==> src/rtl/fdivsqrt_r4_seq.sv <==
// Radix-4 divide/sqrt iteration sequencer: runs the step count, keeps the
// on-the-fly converted result registers U/UM and the digit position mask C.
module fdivsqrt_r4_seq #(
  parameter int unsigned DIVb = 64,
  parameter int unsigned CNTW = 6
) (
  input  logic            clk_i,
  input  logic            reset_i,
  input  logic            start_i,
  input  logic            sqrt_e_i,
  input  logic [CNTW-1:0] num_iter_i,
  input  logic            flush_i,
  input  logic [3:0]      udigit_i,
  output logic            busy_o,
  output logic            step_o,
  output logic            done_o,
  output logic [DIVb+3:0] c_o,
  output logic [DIVb+3:0] u_o,
  output logic [DIVb+3:0] um_o
);

  localparam int unsigned W = DIVb + 4;

  localparam logic [1:0] StIdle = 2'd0;
  localparam logic [1:0] StBusy = 2'd1;
  localparam logic [1:0] StDone = 2'd2;

  localparam logic [CNTW-1:0] MaxIter = CNTW'(DIVb / 2);
  // First digit pair sits just below the binary point.
  localparam logic [W-1:0]    CInit   = {{6{1'b1}}, {(DIVb - 2){1'b0}}};
  localparam logic [W-1:0]    OneQ    = {4'b0001, {DIVb{1'b0}}};

  logic [1:0]      state_q, state_d;
  logic [CNTW-1:0] cnt_q, cnt_d, iter_clamped;
  logic [W-1:0]    u_q, u_d, um_q, um_d, c_q, c_d;
  logic [W-1:0]    k1, k2, k3;
  logic            launch, step;

  assign launch = (state_q == StIdle) & start_i & ~flush_i;
  assign step   = (state_q == StBusy) & ~flush_i;

  // LSB of the current digit pair, the bit above it, and both together.
  assign k1 = c_q & ~(c_q << 1);
  assign k2 = k1 << 1;
  assign k3 = k1 | k2;

  // Requested step count, forced into 1..DIVb/2.
  always_comb begin
    if (num_iter_i == '0) begin
      iter_clamped = CNTW'(1);
    end else if (num_iter_i > MaxIter) begin
      iter_clamped = MaxIter;
    end else begin
      iter_clamped = num_iter_i;
    end
  end

  // On-the-fly conversion and mask advance; udigit priority is [3] > [2] > [1] > [0].
  always_comb begin
    u_d  = u_q;
    um_d = um_q;
    c_d  = c_q;
    if (launch) begin
      c_d  = CInit;
      u_d  = sqrt_e_i ? OneQ : '0;
      um_d = '0;
    end else if (step) begin
      c_d = {2'b11, c_q[W-1:2]};
      if (udigit_i[3]) begin        // +2
        u_d  = u_q | k2;
        um_d = u_q | k1;
      end else if (udigit_i[2]) begin // +1
        u_d  = u_q | k1;
        um_d = u_q;
      end else if (udigit_i[1]) begin // -1
        u_d  = um_q | k3;
        um_d = um_q | k2;
      end else if (udigit_i[0]) begin // -2
        u_d  = um_q | k2;
        um_d = um_q | k1;
      end else begin                  // 0
        u_d  = u_q;
        um_d = um_q | k3;
      end
    end
  end

  // Sequencer next state; Flush overrides everything.
  always_comb begin
    state_d = state_q;
    cnt_d   = cnt_q;
    if (flush_i) begin
      state_d = StIdle;
      cnt_d   = '0;
    end else begin
      case (state_q)
        StIdle: begin
          if (start_i) begin
            state_d = StBusy;
            cnt_d   = iter_clamped;
          end
        end
        StBusy: begin
          cnt_d = cnt_q - CNTW'(1);
          if (cnt_q == CNTW'(1)) begin
            state_d = StDone;
          end
        end
        StDone:  state_d = StIdle;
        default: state_d = StIdle;
      endcase
    end
  end

  // State and datapath registers with asynchronous clear.
  always_ff @(posedge clk_i or posedge reset_i) begin
    if (reset_i) begin
      state_q <= StIdle;
      cnt_q   <= '0;
      u_q     <= '0;
      um_q    <= '0;
      c_q     <= '0;
    end else begin
      state_q <= state_d;
      cnt_q   <= cnt_d;
      u_q     <= u_d;
      um_q    <= um_d;
      c_q     <= c_d;
    end
  end

  assign busy_o = (state_q == StBusy);
  assign step_o = step;
  assign done_o = (state_q == StDone) & ~flush_i;
  assign c_o    = c_q;
  assign u_o    = u_q;
  assign um_o   = um_q;

endmodule

==> config.mk <==
export PLATFORM = sky130hd
export DESIGN_NAME = fdivsqrt_r4_seq
export DESIGN_NICKNAME = d
export VERILOG_FILES = /design/src/rtl/fdivsqrt_r4_seq.sv
export SDC_FILE = /design/constraint.sdc
export NUM_CORES = 1
export LEC_CHECK = 0
export BUFFER_PORTS_ARGS = -buffer_cell sky130_fd_sc_hd__clkbuf_2
export CAP_MARGIN = 30
export CORE_MARGIN = 2
export CORE_UTILIZATION = 45
export CTS_CLUSTER_DIAMETER = 150
export DETAILED_ROUTE_END_ITERATION = 16
export GPL_TIMING_DRIVEN = 0
export HOLD_SLACK_MARGIN = 0.12
export PLACE_DENSITY = 0.66
export SKIP_LAST_GASP = 1
export SLEW_MARGIN = 10
export SYNTH_ARGS = -nofsm -noshare
export SYNTH_HDL_FRONTEND = slang
export SYNTH_SLANG_ARGS = --single-unit
==> constraint.sdc <==
create_clock -name clk_i -period 15.6 [get_ports clk_i]
set_input_delay 3.12 -clock clk_i [delete_from_list [all_inputs] [get_ports clk_i]]
set_output_delay 3.12 -clock clk_i [all_outputs]
set_load 0.01 [all_outputs]
== After elaboration in Yosys (flattened, before gate mapping) ==
Cells that the tools add are included.

* $add $sub $neg: 1
* Order comparisons: 1
* Equal/unequal tests: 5
* Muxes and demuxes: 24
* Bitwise operators: 13
* Reductions and logical operators: 8

{| class="wikitable"
|+ Operators by type and width
! kind !! number
|-
| $mux 68 || 14
|-
| $or 68x68->68 || 6
|-
| $and 68x68->68 || 1
|-
| $not 68->68 || 1
|-
| $mux 65 || 1
|-
| $mux 6 || 4
|-
| $pmux 6 s2 || 1
|-
| $eq 6x1->1 const B || 1
|-
| $gt 6x6->1 const B || 1
|-
| $logic_not 6->1 || 1
|-
| $mux 2 || 3
|-
| $reduce_and 2->1 || 3
|-
| $sub 6x1->6 const B || 1
|-
| $reduce_bool 5->1 || 1
|-
| $and 1x1->1 || 4
|-
| $pmux 2 s2 || 1
|-
| $ne 3x2->1 const B || 1
|-
| $ne 3x3->1 const B || 1
|-
| $reduce_bool 3->1 || 1
|-
| $eq 2x1->1 const B || 1
|-
| $eq 2x2->1 const B || 1
|-
| $logic_not 2->1 || 1
|-
| $reduce_bool 2->1 || 1
|-
| $not 1->1 || 1
|}

* Bits in registers: 212
* Input bits: 15
* Output and inout port bits: 207
* Logic and storage cells: 57

== Logic depth before layout (Yosys ltp) ==
* Depth after elaboration: 10
* Depth in mapped cells: 9
* Mapped depth without buffers: 5

== Worst setup path after synthesis ==
Ideal clock, no wire load.

* Kind: in2out
* Start: input flush_i
* End: output step_o
* Data arrival time: 4.026 ns
* Required time: 12.480 ns
* Slack: 8.454 ns
* Stages: 5
* Buffers on the path: 3
* Path through: or3b_1 -> buf_6 -> inv_2 -> buf_2 -> buf_4

* Cells in the longest elaborated chain, start to end: 2

{| class="wikitable"
|+ Ends and longest elaborated chain
! element !! line !! RTL
|-
| from (decl) || 12 || <nowiki>input logic flush_i,</nowiki>
|-
| $not 1->1 || 40 || <nowiki>assign step = (state_q == StBusy) & ~flush_i;</nowiki>
|-
| $and 1x1->1 || 40 ||
|-
| to (decl) || 15 || <nowiki>output logic step_o,</nowiki>
|}

No other way between the ends.

== Worst setup path after layout ==
Ends and elaborated chain as after synthesis.

==> run summary <==
- unrepaired setup endpoints after global routing: no
- area added between synthesis and finish: 20.7%
- crit path setup slack, layout: 7.93 ns
- FF/Latch Area: 4450 µm²
- global-route total usage across every layer: 29.8%
- via count of the first global-routing pass: 9290
- number of nets in the synthesized netlist: 1140
- most used flip-flop cell after synthesis: dfrtp_1
- leakage power: 5.81 nW
- DP Wirelength: 24700 µm
- Req. time, crit path: 12.48 ns
- remaining global-route overflow: 0
- Min Clock Period, post-route: 7.67 ns
- total number of H-tree levels: 4
- instance area after placement: 11500 µm²
- number of antenna violations at the first check in global routing: 1
- pins over their slew limit: 0
- Crit Path Class: in -> out
- multi-input gate area in the final layout: 4830 µm²
- capturing element type of the critical path: output pin
- Mapped Area: 10000 µm²
- global placer's final weighted congestion: 0.891
- count of state elements after synthesis: 178
- PortBufs: 219
- run status: completed
- setup bufs post-CTS: 0
- number of filler cells placed in the layout: 2029
- pin count of the biggest net entering global routing: 111
- number of instances in the synthesized netlist: 1123
- Distinct cells, synth: 56
- ports placed on the boundary: 222
- overall via count from detail_route: 10000
- post-cts sizing count: 0
- post-synthesis average cell area: 8.91 µm²
- pre-CTS setup slack: 7.95 ns
- master cell of the clock root buffer: clkbuf_16
- Die X: 153 µm
- Crit Path Max Fanout: 10
- Max Cap Viol: 0
- Worst Clk Skew: 0.00824 ns
- drc violations: 0
- Num CTS Buffers: 17
- Pre-antenna DRT Iters: 8
- CTS tree: yes
- IR Drop Worst-Case VDD: 78.3 µV
- ANT cells: 0
- number of synthesized flops with an enable pin: 0
- row count: 54
- Util after Layout: 55.3%
- power per unit of standard cell area: 135 nW/µm²
- share of synthesized area occupied by flip-flops and latches: 44.5%
- slew at the pin with the worst max-slew slack: 0.825 ns
- die footprint: 23400 µm²
- clock net sink count: 178
- Post-Layout Inst Area: 12100 µm²
- Vias/cell: 6.06
- summed negative setup slack over all endpoints: 0 ns
- commonest cells after routing, fill and taps aside: 219 x clkbuf_2, 178 x dfrtp_1, 150 x a21oi_1
- number of hold violations in the final report: 0
- worst hold path class: reg -> reg
- initial cell density of the core: 45.8%
- Syn. warnings: 0
- fin crit share: 49.1%
- Iter 0 DRT Violations: 1126
- CTS hold repair buffers: 0
- WL per Instance: 21.3 µm
- maximum clock path buffer count: 2
- Fmax: 0.130 GHz
- kind of start point of the critical path: input pin
- number of antenna-violating nets in the routed design: 0
- slew margin rel.: 45.0%
- fraction of final layout cells with drive strength greater than 1: 27.2%
- clock-pin slew on the worst setup and hold paths: 0.07 ns
- arrival time worst endpoint: 4.55 ns
- insertion delay of the later-clocked pin in the worst-skew pair: 0.44 ns
- most frequent standard cell in the layout excluding fill and tap cells: clkbuf_2
- Final nets: 1379
- total length of routed wires: 35300 µm
- Std-Cell Core Area: 21800 µm²
- worst hold-check slack: 0.522 ns
- final-report setup violation count: 0
- height of the chip: 153 µm
- wire length of the first global-routing pass: 55000 µm
- Async SR Flop Fraction: 100%
==> through the flow <==
step	cells	total power, mW
after global routing	1655	1.71
final	1655	1.63
after detailed placement	1623	1.19
after floorplan	1123	0.969
after CTS	1655	1.62
after global placement	1622	1.18
==> power breakdown <==
group / switching [mW] / leakage (nW) / total [mW] / internal, mW
clock: 0.188 / 0.289 / 0.441 / 0.253
sequential: 0.120 / 2.31 / 0.685 / 0.565
combinational: 0.284 / 3.21 / 0.503 / 0.219
==> worst max-delay path, cell delays in order <==
cell      delay (ns)
clkbuf_2        0.11
or3b_1          0.40
buf_6           0.15
inv_2           0.09
buf_2           0.25
buf_4           0.26
clkbuf_2        0.16
==> sequential cells by signal, indices dropped and copies added, names as in the netlist, named ones only <==
name     flops
c_o         34
cnt_q        6
state_q      2
u_o         67
um_o        68
==> area by class of cell <==
| type | count | area share (%) |
|---|---|---|
| Clock inverter | 9 | 0.860 |
| Buffer | 129 | 5.67 |
| Tap cell | 280 | 2.90 |
| Clock buffer | 23 | 4.04 |
| Inverter | 11 | 0.404 |
| Multi-Input combinational cell | 805 | 40.0 |
| Timing Repair Buffer | 220 | 9.30 |
| Sequential cell | 178 | 36.9 |
==> synthesized netlist by cell type (all sizes together) (34+ instances only) <==
master / n / area share (%)
o21ai: 62 / 3.1
nand2: 114 / 4.3
o31ai: 35 / 2.8
dfrtp: 178 / 45
nand2b: 34 / 2.1
o221a: 39 / 4.4
nor2: 111 / 4.2
clkbuf: 55 / 2.1
a211oi: 36 / 2.9
a21oi: 151 / 7.6
buf: 74 / 4.8
nor2b: 47 / 2.9
==> worst paths after layout <==
check	endpoint	slack, ns	start	cells past startpoint
max	step_o	7.93	flush_i	7
min	um_o[6]$_DFFE_PP0P_	0.52	um_o[6]$_DFFE_PP0P_	1
max reg2reg	um_o[29]$_DFFE_PP0P_	13.30	state_q[1]$_DFFE_PP0P_	6
min reg2reg	um_o[6]$_DFFE_PP0P_	0.52	um_o[6]$_DFFE_PP0P_	1
max in group asynchronous	um_o[13]$_DFFE_PP0P_	11.92	reset_i	3
min in group asynchronous	u_o[59]$_DFFE_PP0P_	2.83	reset_i	2
==> cells by family after synthesis <==
logic type               Yosys count  synth area share (%)
AO/OA/AOI/OAI                    406                  27.9
flip-flops                       178                  44.5
multiplexers                       1                 0.113
AND/OR/NAND/NOR                  396                  19.9
adder cells (fa/ha/maj)            2                 0.250
buffers and inverters            140                  7.25
==> metal layers <==
layer | track usage (%) | routed length (µm) | vias to the layer above
met1 | 41.5 | 15000 | 4881
li1 | - | - | 4528
met5 | 0 | 0 | -
met2 | 46.3 | 15900 | 541
met3 | 6.27 | 3290 | 80
met4 | 10.6 | 1030 | 0
(Power assumes the default switching activity.)
